===== src/rtl/mem_loader.sv =====
// mem_loader: byte-stream boot loader for an instruction/data memory.
//
// Collects a stream of bytes, packs every four into a big-endian 32-bit
// word and writes it into the target memory at consecutive word addresses.
// A byte flagged as last that completes a word finishes the load and
// releases the processor. A stream that ends mid-word or overflows the
// memory aborts the load. The design stays in DONE or ERROR until the next
// reset.
//
// Ports
//   clock       sole clock, rising edge
//   reset       synchronous, active-high
//   in_valid    byte on in_data is valid
//   in_data     load-stream byte
//   in_last     in_data is the final byte of the image
//   in_ready    loader accepts a byte this cycle
//   mem_we      one-cycle memory write strobe
//   mem_addr    word address of the write
//   mem_wdata   assembled word, bit 0 = MSB
//   word_count  words written so far
//   core_run    high releases the processor from reset
//   done        image loaded successfully
//   error       load failed (sticky until reset)
//
// state    | meaning
// ---------+------------------------------------------------------------
// ST_LOAD  | accepting bytes, assembling the current word
// ST_WRITE | single cycle: strobe the assembled word into memory
// ST_DONE  | image complete, processor running, input ignored
// ST_ERROR | truncated word or overflow, processor held, input ignored

module mem_loader #(
   parameter int ADDR_W    = 10,
   parameter int MAX_WORDS = 1024
) (
   input  logic              clock,
   input  logic              reset,
   input  logic              in_valid,
   input  logic [7:0]        in_data,
   input  logic              in_last,
   output logic              in_ready,
   output logic              mem_we,
   output logic [ADDR_W-1:0] mem_addr,
   output logic [0:31]       mem_wdata,
   output logic [ADDR_W:0]   word_count,
   output logic              core_run,
   output logic              done,
   output logic              error
);

   typedef enum logic [1:0] {
      ST_LOAD  = 2'd0,
      ST_WRITE = 2'd1,
      ST_DONE  = 2'd2,
      ST_ERROR = 2'd3
   } state_e;

   localparam logic [ADDR_W:0] MAX_CNT = (ADDR_W + 1)'(MAX_WORDS);
   localparam logic [ADDR_W:0] CNT_ONE = {{ADDR_W{1'b0}}, 1'b1};

   state_e            state_q, state_d;
   logic [1:0]        byte_idx_q, byte_idx_d;
   logic [0:23]       partial_q, partial_d;
   logic [0:31]       wdata_q, wdata_d;
   logic [ADDR_W:0]   count_q, count_d;
   logic              last_q, last_d;

   always_ff @(posedge clock) begin
      if (reset) begin
         state_q    <= ST_LOAD;
         byte_idx_q <= 2'd0;
         partial_q  <= '0;
         wdata_q    <= '0;
         count_q    <= '0;
         last_q     <= 1'b0;
      end else begin
         state_q    <= state_d;
         byte_idx_q <= byte_idx_d;
         partial_q  <= partial_d;
         wdata_q    <= wdata_d;
         count_q    <= count_d;
         last_q     <= last_d;
      end
   end

   always_comb begin
      state_d    = state_q;
      byte_idx_d = byte_idx_q;
      partial_d  = partial_q;
      wdata_d    = wdata_q;
      count_d    = count_q;
      last_d     = last_q;

      // Outputs are gated by reset so that a write pending in the same
      // cycle as reset never reaches the memory.
      in_ready   = reset;
      mem_we     = 1'b0;
      core_run   = 1'b0;
      done       = 1'b0;
      error      = 1'b0;
      mem_addr   = count_q[ADDR_W-1:0];
      mem_wdata  = wdata_q;
      word_count = count_q;

      unique case (state_q)
         ST_LOAD: begin
            in_ready = 1'b1;
            if (in_valid) begin
               if (count_q == MAX_CNT) begin
                  // Memory already full: the byte is swallowed and the
                  // load aborts without touching the memory.
                  state_d = ST_ERROR;
               end else begin
                  byte_idx_d = byte_idx_q + 2'd1;
                  unique case (byte_idx_q)
                     2'd0: partial_d[0:7]   = in_data;
                     2'd1: partial_d[8:15]  = in_data;
                     2'd2: partial_d[16:23] = in_data;
                     default: begin
                        // The output word register only changes here, so
                        // mem_wdata holds steady outside the write.
                        wdata_d = {partial_q, in_data};
                        last_d  = in_last;
                        state_d = ST_WRITE;
                     end
                  endcase
                  if (in_last && (byte_idx_q != 2'd3)) begin
                     state_d = ST_ERROR;
                  end
               end
            end
         end

         ST_WRITE: begin
            mem_we  = ~reset;
            count_d = count_q + CNT_ONE;
            state_d = last_q ? ST_DONE : ST_LOAD;
         end

         ST_DONE: begin
            done     = ~reset;
            core_run = ~reset;
         end

         default: begin
            error = ~reset;
         end
      endcase
   end

endmodule


===== config.mk =====
export PLATFORM = sky130hd
export DESIGN_NAME = mem_loader
export DESIGN_NICKNAME = d
export VERILOG_FILES = /design/src/rtl/mem_loader.sv
export SDC_FILE = /design/constraint.sdc
export NUM_CORES = 1
export LEC_CHECK = 0
export ABC_AREA = 1
export BUFFER_PORTS_ARGS = -buffer_cell sky130_fd_sc_hd__clkbuf_2
export CAP_MARGIN = 20
export CORE_MARGIN = 4
export CORE_UTILIZATION = 55
export DETAILED_ROUTE_END_ITERATION = 16
export PLACE_DENSITY = 0.9
export SLEW_MARGIN = 25
export SYNTH_ARGS = -nofsm -noshare
export SYNTH_HDL_FRONTEND = slang
export SYNTH_SLANG_ARGS = --single-unit

===== constraint.sdc =====
create_clock -name clock -period 3.9 [get_ports clock]
set_input_delay 0.39 -clock clock [delete_from_list [all_inputs] [get_ports clock]]
set_output_delay 0.39 -clock clock [all_outputs]
set_load 0.01 [all_outputs]

-- Yosys cells after proc, flatten, opt, wreduce, memory -nomap -nowiden
Index checks and enable logic that the tools add are counted.
- input port bits: 12
- word-level logic and storage cells: 43
- flip-flop bits (word level): 72
- output and inout port bits: 58
- reduce and logical (&&, ||, !) cells: 12
- eq/ne operators: 8
- bitwise gates (word level): 3
- add/subtract/negate cells: 2
- multiplexer cells: 10
- operators with widths (operator ; number):
    4-bit AND reduction ; 4
    11-bit by 1-bit adder with 11-bit output (second input constant) ; 1
    11-bit == test (second input constant) ; 1
    2-bit two-way mux ; 5
    3-bit AND reduction ; 2
    3-bit OR reduction ; 2
    2-bit by 1-bit == test with 1-bit output (second input constant) ; 2
    2-bit == test (second input constant) ; 2
    2-bit zero test ; 2
    1-bit two-way mux ; 4
    2-bit != test (second input constant) ; 2
    4-bit != test (second input constant) ; 1
    2-bit case mux with 2 select lines ; 1
    1-bit NOT ; 3
    2-bit by 1-bit adder with 2-bit output (second input constant) ; 1
    2-bit nonzero test ; 1
    1-bit logical AND ; 1

-- Logic depth before layout (Yosys ltp)
Gate-level depths: netlist of run 1.
- depth after elaboration: 7
- mapped depth: 11
- depth with buffers taken out: 10

-- Worst setup path before layout of run 1
Ideal clock, no wire load.
- kind: input port to output port
- start point: input port reset
- end point: output port done
- path buffers: 2
- data arrival time: 1234 ps
- stages on the path: 5
- required time: 3510 ps
- slack: 2276 ps
- cells stage by stage: clkbuf_1 clkinv_1 nand2_1 nor2_1 buf_4
- word-level cells in the longest chain between the ends: 2
- ends and longest elaborated chain (what ; line ; text):
    start, declared ; 37 ; input logic reset,
    1-bit NOT ; -- ;
    1-bit two-way mux ; -- ;
    end, declared ; 47 ; output logic done,
No other way between the ends.

-- Worst setup path after layout of run 1
- start point: register count_q[0], in the netlist word_count[0]
- end point: register wdata_q (netlist bit mem_wdata[22])
- word-level cells in the longest chain between the ends: 3
- ends and longest elaborated chain (what ; line ; text):
    start, declared ; 65 ; logic [ADDR_W:0] count_q, count_d;
    start signal, assigned ; 81 ; count_q <= count_d;
    11-bit == test ; 109 ; if (count_q == MAX_CNT) begin
    1-bit NOT (no source line) ; -- ;
    4-bit AND reduction (no source line) ; -- ;
    end signal, assigned ; 80 ; wdata_q <= wdata_d;
    end, declared ; 64 ; logic [0:31] wdata_q, wdata_d;
No other way between the ends.
A chain may end at the register's enable or synchronous reset.

==> flow_summary_export.csv, run 1 <==
group,metric,value,unit
yosys,syn_inst,400,
worst_hold_path,hold_path_depth,3,
clock_tree,cts_max_path_buffers,2,
sta,setup_tns,0,ns
worst_hold_path,hold_start,"in_last",
pwr,max-vdd-ir-drop,0.0003312,V
clock_tree,numCtsBuffers,9,
worst_setup_path,path_buf_inv,1,
clock_tree,cts-root-buf,"clkbuf_8",
yosys,yosysSeqAreaShare,0.4555,
route,antenna_left,0,
global_routing,antenna_found_initial,0,
worst_setup_path,cp.arrival,2.58,ns
route,highest_layer,"met4",
place,dpl.hpwl,4704,um
global_routing,grt_first_pass_wirelength,11780,um
yosys,syn_area_per_cell,7.911,um2
worst_setup_path,critPathLaunchType,"flop",
floorplan,io_pins,70,
place,io_buffers,69,
global_routing,grt_max_degree,67,
sta,worstMarginPinSlew,0.6451,ns
worst_hold_path,hp-class,"input port to flop",
sta,drv_slew,0,
final_layout,fin_cells,519,
sta,min_period,2.378,ns
worst_setup_path,critPathKind,"flop to flop",
worst_setup_path,critPathMostFrequentCell,"nand2_1",
yosys,synth_seq_cells,72,
route,wl_met1,3150,um
worst_setup_path,r2r_slack,1.52,ns
yosys,synthTopCellsByCount,"nand2_1 (92), dfxtp_1 (72), a21oi_1 (67)",
yosys,yosysMostFrequentCell,"nand2_1",
global_routing,grt_pass1_vias,2525,
yosys,yosys.area.top_type,"dfxtp_1",
worst_setup_path,reg2reg_depth,8,
worst_setup_path,required,4.10,ns
clock_tree,tritoncts,"yes",
worst_setup_path,timing.rr.start,"word_count[0]",
route,wl_met2,3379,um
yosys,ys_warn_count,0,
final_layout,syn_to_final_growth,11.27,%
yosys,synth_area_leaders,"dfxtp_1 (46%), nand4_1 (12%), nand2_1 (11%)",
yosys,syn_area,3164,um2
clock_tree,clk_pin_slew,0.07,ns
worst_setup_path,crit_fanout,66,
sta,worst_slew_margin_rel,0.5699,
yosys,synth_ff_type,"dfxtp_1",
yosys,synth-edff-count,0,
route,wl_per_cell,13.92,um
clock_tree,clock-sinks,72,
route,drtIter0Drc,291,
job,cap_violations,0,
worst_setup_path,worstReg2RegEnd,"mem_wdata[22]",
worst_setup_path,worstPathCellList,"inv_1 > ha_1 > nand2_1 > nor2_1 > nand2_4 > nand3_2 > nand2_1 > a21oi_1",
global_routing,gr-total-overflow,0,
final_layout,register_area,1441,um2
worst_hold_path,whs_endpoint,"last_q",
route,dr.pass1.iters,5,
yosys,syn_nets,418,
worst_setup_path,cp-end-kind,"flop",
floorplan,core,5540,um2
route,vias,2886,
yosys,async_flop_share,0,
floorplan,die_area,7031,um2
sta,fin_crit_sh,0.6097,
place,place_congestion,0.8167,
final_layout,drive_gt1_frac,0.2215,
clock_tree,clock_latency,0.35,ns
pwr,power.leakage,1.371,nW
final_layout,diodes,0,
pwr,power_density,429.4,nW/um2
sta,fin_skew,0.008744,ns
clock_tree,cts_resized,0,
yosys,ys_types,25,
route,via_per_inst,5.561,
run_status,status,"finished, final reports clean",
clock_tree,ctsHoldBuffers,0,
sta,max_clock_freq,0.4205,GHz
floorplan,rows,27,
floorplan,die_x,83.85,um
worst_setup_path,critical-path-slowest-cell,"nand3_2",
route,dr_wl_met3,578,um
sta,hold_violations,0,
final_layout,fin_nets,460,
global_routing,track_usage,0.2047,
place,placedCellCount,503,
clock_tree,post_cts_buffers,0,
worst_setup_path,cpPeakStageDelay,0.65,ns
worst_setup_path,critPathTopFamily,"simple AND/OR/NAND/NOR gates",
final_layout,multi_input_area,1369,um2
floorplan,start_util,0.5711,
yosys,yosysTopAreaCellShare,0.4555,
floorplan,fp.dieH,83.85,um
sta,finalSetupViolations,0,
route,wl,7225,um
clock_tree,htree_levels,3,
route,drc,0,
sta,rsz0062_at_grt,"no",
final_layout,nFillCells,502,
-- worst reg2reg max path, cell delays in order (launching register included) --
cell	delay, ns
dfxtp_1	0.40
inv_1	0.08
ha_1	0.20
nand2_1	0.06
nor2_1	0.06
nand2_4	0.47
nand3_2	0.66
nand2_1	0.23
a21oi_1	0.08
-- final cells by class --
type	instances	area share
sequential	72	0.4094
clock inverter	4	0.008173
timing repair buffer	72	0.1045
multi-input combinational	266	0.3888
tap	72	0.02559
inverter	21	0.02239
clock buffer	12	0.04122
-- routing by layer --
metal | vias to the layer above | GRT usage
met3 | 13 | 0.06022
met1 | 1326 | 0.2679
met5 | - | 0
met2 | 99 | 0.3044
met4 | 0 | 0.1067
li1 | 1448 | -
-- through the flow --
| step | setup slack (ns) | total power, mW | util | hold WS [ns] | area (um2) |
|---|---|---|---|---|---|
| finish | 1.522 | 1.512 | 0.6355 | 0.3217 | 3521 |
| global route | 1.251 | 1.579 | 0.6355 | 0.3142 | 3521 |
| CTS | 1.515 | 1.518 | 0.6355 | 0.3129 | 3521 |
| detailed placement | 1.519 | 1.001 | 0.6041 | 0.4534 | 3347 |
| global placement | 1.599 | 0.9934 | 0.6041 | 0.4494 | 3347 |
| floorplan | 2.276 | 0.9619 | - | 0.4392 | 3164 |
-- registers in the layout, summed over array words and instances, names as in the netlist --
signal,flops
state_q,2
partial_q,24
word_count,11
last_q,1
byte_idx_q,2
mem_wdata,32
-- placed cells by master (no fill, tap or decap), types with 2 or more instances in the layout --
master      Yosys  final
nand4_1        59     59
clkbuf_2        0     69
a21oi_1        67     67
inv_2           3      3
nor2_2          2      2
nor2_1         16     16
nand3_1         6      6
clkinvlp_4      0      2
ha_1            6      6
nor3_1          2      2
nand2_1        92     92
clkbuf_8        0     10
o21ai_0         6      6
clkbuf_1       11      2
buf_4          20      3
nand3_2         4      4
inv_1          17     17
dfxtp_1        72     72
-- cells by family after synthesis --
logic type	after synthesis	synth area share
AO/OA/AOI/OAI	74	0.1170
buffers and inverters	62	0.1119
AND/OR/NAND/NOR	186	0.2918
adder cells (fa/ha/maj)	6	0.02372
flip-flops	72	0.4555
-- worst max-delay path by stage --
stage	start	to	depth (start not counted)
final	word_count[0]	mem_wdata[22]	8
after detailed placement	word_count[0]	mem_wdata[24]	8
after global placement	word_count[0]	mem_wdata[12]	8
after CTS	word_count[0]	mem_wdata[1]	8
after global routing	word_count[0]	mem_wdata[18]	8
after floorplan	reset	done	5
-- power breakdown --
part / internal (mW) / switching (mW)
logic: 0.0597 / 0.145
clock network: 0.250 / 0.275
registers: 0.762 / 0.0207
total: 1.07 / 0.441
No activity file was read; power rests on OpenSTA's default activity.
==> inputs of run 2 (changes only) <==
--- a/config.mk
+++ b/config.mk
@@ -9,9 +9,9 @@
 export BUFFER_PORTS_ARGS = -buffer_cell sky130_fd_sc_hd__clkbuf_2
 export CAP_MARGIN = 20
 export CORE_MARGIN = 4
-export CORE_UTILIZATION = 55
+export CORE_UTILIZATION = 48
 export DETAILED_ROUTE_END_ITERATION = 16
-export PLACE_DENSITY = 0.9
+export PLACE_DENSITY = 0.84
 export SLEW_MARGIN = 25
 export SYNTH_ARGS = -nofsm -noshare
 export SYNTH_HDL_FRONTEND = slang
==> constraint.sdc (replaced) <==
create_clock -name clock -period 2 [get_ports clock]
set_input_delay 0.2 -clock clock [delete_from_list [all_inputs] [get_ports clock]]
set_output_delay 0.2 -clock clock [all_outputs]
set_load 0.01 [all_outputs]
==> flow_summary_export.csv, run 2 (same netlist as run 1, synthesis figures left out) <==
group,metric,value,unit
pwr,power_density,824.3,nW/um2
clock_tree,cts_max_path_buffers,2,
pwr,comb_power_share,0.140,
worst_setup_path,required,2.28,ns
global_routing,antenna_found_initial,0,
pwr,p_sw_frac,0.3009,
final_layout,drive_gt1_frac,0.2390,
global_routing,grt_max_degree,62,
worst_hold_path,hold_start,"in_last",
sta,worst_slew_margin_rel,0.5885,
worst_setup_path,r2r_slack,0.23,ns
global_routing,grt_pass1_vias,2594,
sta,setup_tns,0,ns
floorplan,io_pins,70,
clock_tree,clk_pin_slew,0.08,ns
worst_setup_path,critPathKind,"flop to flop",
sta,max_clock_freq,0.5660,GHz
floorplan,die_area,7955,um2
sta,worstMarginPinSlew,0.6173,ns
clock_tree,clock-sinks,72,
clock_tree,tritoncts,"yes",
clock_tree,numCtsBuffers,9,
final_layout,largest_reg_flops,32,
clock_tree,ctsHoldBuffers,0,
route,via_per_inst,5.420,
sta,hold_violations,0,
worst_hold_path,whs_endpoint,"last_q",
place,place_area,3421,um2
floorplan,core,6386,um2
route,dr.pass1.iters,4,
place,io_buffers,69,
route,wl_per_cell,13.98,um
sta,drv_slew,0,
sta,fin_crit_sh,0.8834,
clock_tree,cts_resized,0,
clock_tree,post_cts_buffers,0,
floorplan,fp.dieH,89.19,um
final_layout,syn_to_final_growth,13.52,%
final_layout,mostFrequentLayoutCells,"nand2_1 (92), dfxtp_1 (72), clkbuf_2 (69), a21oi_1 (67), nand4_1 (59)",
pwr,pwr-share-seq,0.515,
pwr,power.leakage,1.415,nW
floorplan,die_x,89.19,um
pwr,power.total,2.961,mW
worst_hold_path,hold_path_depth,3,
route,antenna_left,0,
pwr,clockPowerShare,0.344,
worst_setup_path,timing.rr.start,"word_count[0]",
sta,fin_skew,0.01278,ns
final_layout,diodes,0,
sta,min_period,1.767,ns
worst_hold_path,hp-class,"input port to flop",
place,place_congestion,0.7684,
final_layout,nFillCells,576,
place,dpl.hpwl,5208,um
route,wl,7453,um
global_routing,track_usage,0.1932,
global_routing,grt_first_pass_wirelength,12010,um
final_layout,fin_area,3592,um2
run_status,status,"finished, final reports clean",
global_routing,gr-total-overflow,0,
final_layout,final_common_cell,"nand2_1",
pwr,switching_power,0.8909,mW
final_layout,fin_nets,469,
sta,finalSetupViolations,0,
clock_tree,htree_levels,3,
route,vias,2889,
sta,rsz0062_at_grt,"no",
clock_tree,cts-root-buf,"clkbuf_8",
worst_setup_path,worstReg2RegEnd,"mem_wdata[11]",
worst_setup_path,cp.arrival,2.04,ns
floorplan,start_util,0.4955,
worst_setup_path,crit_fanout,36,
clock_tree,clock_latency,0.35,ns
worst_setup_path,critPathLaunchType,"flop",
pwr,cellInternalPower,2.070,mW
job,cap_violations,0,
route,drc,0,
floorplan,rows,29,
pwr,max-vdd-ir-drop,0.0005260,V
worst_setup_path,cp-end-kind,"flop",
route,drtIter0Drc,244,
worst_setup_path,reg2reg_depth,9,
==> run 2: changes by cell type in the layout (fill, tap and decap cells not counted) <==
cell	change
clkbuf_1	-1
buf_4	+9
clkbuf_8	-1
clkinv_2	+1
clkinv_4	+1
inv_6	+1
clkinvlp_4	-1
==> run 2: power by group through the flow <==
| stage | sequential, mW | combinational (mW) | clock [mW] |
|---|---|---|---|
| finish | 1.53 | 0.415 | 1.02 |
| global placement | 1.55 | 0.398 | 0 |
| CTS | 1.52 | 0.414 | 1.03 |
| detailed placement | 1.56 | 0.412 | 0 |
| global route | 1.53 | 0.466 | 1.09 |
| floorplan | 1.55 | 0.323 | 0 |
==> run 2: worst max path at each step <==
stage,startpoint,endpoint,slack (ns),cells after the start
3_3_place_gp,word_count[0],byte_idx_q[0],0.37,9
3_5_place_dp,word_count[0],mem_wdata[11],0.21,9
4_1_cts,word_count[0],mem_wdata[11],0.22,9
6_report,word_count[0],mem_wdata[11],0.23,9
5_1_grt,word_count[0],mem_wdata[17],0.02,9
2_1_floorplan,word_count[0],mem_wdata[31],0.61,9
==> run 2: metrics by stage <==
stage	hold WS [ns]	util	std cells	setup WS [ns]
finish	0.1649	0.5625	533	0.2332
global route	0.1738	0.5625	533	0.01750
CTS	0.1574	0.5625	533	0.2154
detailed placement	0.4525	0.5357	517	0.2117
global placement	0.4487	0.5357	517	0.3724
floorplan	0.3677	-	400	0.6080
==> run 2: worst max-delay path: stages (launching register included) <==
cell and delay, ns:
dfxtp_1 0.35, inv_1 0.10, ha_1 0.15, nand2_1 0.05
nor2_1 0.19, nand2_4 0.26, nand3_2 0.15, buf_4 0.22
nand2_1 0.07, a21oi_1 0.15
==> run 2: layer usage <==
metal | GRT usage | share of wire | vias to the layer above
met1 | 0.2526 | 0.43 | 1320
li1 | - | - | 1468
met5 | 0 | 0 | -
met2 | 0.3021 | 0.48 | 89
met4 | 0.1001 | 0.023 | 0
met3 | 0.03779 | 0.065 | 12
==> run 2: final cells by class <==
cell class / instances / area, um2 / area share
clock buffers: 10 / 127.6 / 0.03553
clock inverters: 6 / 43.79 / 0.01219
inverters: 21 / 78.83 / 0.02194
multi-input cells: 266 / 1369 / 0.3811
flip-flops and latches: 72 / 1441 / 0.4013
well taps: 77 / 96.34 / 0.02682
repair buffers: 81 / 435.4 / 0.1212
==> inputs of run 3 (changes only) <==
--- a/config.mk
+++ b/config.mk
@@ -9,9 +9,9 @@
 export BUFFER_PORTS_ARGS = -buffer_cell sky130_fd_sc_hd__clkbuf_2
 export CAP_MARGIN = 20
 export CORE_MARGIN = 4
-export CORE_UTILIZATION = 48
+export CORE_UTILIZATION = 54
 export DETAILED_ROUTE_END_ITERATION = 16
-export PLACE_DENSITY = 0.84
+export PLACE_DENSITY = 0.89
 export SLEW_MARGIN = 25
 export SYNTH_ARGS = -nofsm -noshare
 export SYNTH_HDL_FRONTEND = slang
==> constraint.sdc (replaced) <==
create_clock -name clock -period 1.9 [get_ports clock]
set_input_delay 0.19 -clock clock [delete_from_list [all_inputs] [get_ports clock]]
set_output_delay 0.19 -clock clock [all_outputs]
set_load 0.01 [all_outputs]
==> flow_summary_export.csv, run 3 (same netlist as run 1, synthesis figures left out) <==
group,metric,value,unit
run_status,status,"finished, final reports clean",
global_routing,use_met1,0.2721,
clock_tree,clk_pin_slew,0.08,ns
place,post-place-ws,0.1994,ns
place,placedCellCount,511,
place,dpl.hpwl,5303,um
route,drc,0,
sta,drv_slew,0,
route,drtIter0Drc,409,
clock_tree,clock_latency,0.35,ns
route,vias,3058,
pwr,power.leakage,1.449,nW
clock_tree,ctsHoldBuffers,0,
floorplan,rows,27,
global_routing,grt_max_degree,46,
floorplan,fp.dieH,84.55,um
final_layout,fin_nets,468,
global_routing,gr-total-overflow,0,
global_routing,track_usage,0.2207,
worst_setup_path,cp-end-kind,"flop",
final_layout,finish.utilization,0.6531,
route,via_per_inst,5.803,
worst_setup_path,critPathTopFamily,"simple AND/OR/NAND/NOR gates",
sta,fin_crit_sh,0.9040,
worst_setup_path,critPathLaunch,"word_count[0]",
worst_hold_path,hp-class,"input port to flop",
floorplan,die_x,84.55,um
global_routing,met3_usage,0.05692,
sta,max_clock_freq,0.5822,GHz
route,dr.pass1.iters,5,
worst_setup_path,cpPeakStageDelay,0.42,ns
sta,finalWorstSetupSlack,0.1824,ns
clock_tree,post_cts_buffers,0,
sta,worst_slew_margin_rel,0.6774,
global_routing,grt_pass1_vias,2767,
final_layout,mostFrequentLayoutCells,"nand2_1 (92), dfxtp_1 (72), clkbuf_2 (69), a21oi_1 (67), nand4_1 (59)",
job,cap_violations,0,
final_layout,largest_reg_flops,32,
sta,rsz0062_at_grt,"no",
clock_tree,cts_resized,0,
clock_tree,cts-root-buf,"clkbuf_8",
worst_setup_path,worstPathCellList,"inv_1 > ha_1 > nand2_1 > nor2_1 > nand2_4 > buf_4 > nand4_1 > a21oi_1",
global_routing,grt_first_pass_wirelength,12880,um
clock_tree,numCtsBuffers,9,
floorplan,io_pins,70,
sta,worstMarginPinSlew,0.4839,ns
clock_tree,htree_levels,3,
worst_setup_path,critPathKind,"flop to flop",
route,antenna_left,0,
worst_setup_path,path_buf_inv,2,
global_routing,grt.busiest_layer,"met2",
pwr,power_density,964.5,nW/um2
clock_tree,cts_max_path_buffers,2,
sta,setup_tns,0,ns
final_layout,syn_to_final_growth,15.74,%
worst_setup_path,critPathLaunchType,"flop",
sta,fin_skew,0.007589,ns
floorplan,die_area,7149,um2
place,place_congestion,0.8577,
floorplan,start_util,0.5643,
sta,finalSetupViolations,0,
route,wl_per_cell,14.91,um
worst_setup_path,timing.rr.start,"word_count[0]",
place,place_area,3420,um2
worst_setup_path,critical-path-slowest-cell,"dfxtp_1",
final_layout,fin_cells,527,
place,io_buffers,69,
final_layout,diodes,0,
worst_hold_path,hold_start,"in_last",
final_layout,drive_gt1_frac,0.2374,
final_layout,fin_area,3662,um2
clock_tree,clock-sinks,72,
global_routing,antenna_found_initial,0,
sta,min_period,1.718,ns
pwr,max-vdd-ir-drop,0.0006681,V
floorplan,core,5608,um2
worst_setup_path,required,2.17,ns
route,wl,7856,um
worst_setup_path,cp.arrival,1.99,ns
global_routing,grt_use_met2,0.3701,
worst_setup_path,crit_fanout,27,
final_layout,final_common_cell,"nand2_1",
sta,hold_violations,0,
clock_tree,tritoncts,"yes",
## run 3: cell types whose count changed in the layout (fill, tap and decap cells not counted), sizes merged
cell    delta
buf        -1
bufinv     +3
clkinv     -3
## run 3: worst paths after layout
kind | endpoint | slack [ns] | cells past startpoint
worst min register to register | mem_wdata[31] | 0.46 | 2
worst min-delay path | last_q | 0.11 | 3
worst max register to register | partial_q[10] | 0.18 | 8
worst max-delay path | partial_q[10] | 0.18 | 8
## run 3: worst min-delay path: stages
cell      delay, ns
clkbuf_2       0.09
nand4_1        0.07
a21oi_1        0.06
## run 3: report_power, final
part           switching [mW]  total, mW  internal, mW  leakage [nW]
Combinational           0.313      0.448         0.135         0.750
Clock                   0.593       1.47         0.882         0.117
Sequential             0.0460       1.61          1.56         0.582
Total                   0.952       3.53          2.58          1.45
## run 3: cell type report
type | instances | area (um2)
Fill cell | 480 | 1946
Sequential cell | 72 | 1441
Multi-Input combinational cell | 266 | 1369
Timing Repair Buffer | 80 | 440.4
Clock buffer | 10 | 127.6
Clock inverter | 6 | 115.1
Tap cell | 72 | 90.09
Inverter | 21 | 78.83
## run 3: layer usage
layer / vias to the layer above / share of wire
li1: 1465 / -
met1: 1426 / 0.40
met2: 143 / 0.50
met3: 24 / 0.081
met4: 0 / 0.023
met5: - / 0
## run 3: through the flow
step | hold WS (ns) | power, mW
final | 0.1107 | 3.532
after global routing | 0.1220 | 3.668
after CTS | 0.09674 | 3.546
after detailed placement | 0.4510 | 2.079
after global placement | 0.4490 | 2.053
after floorplan | 0.3577 | 1.974
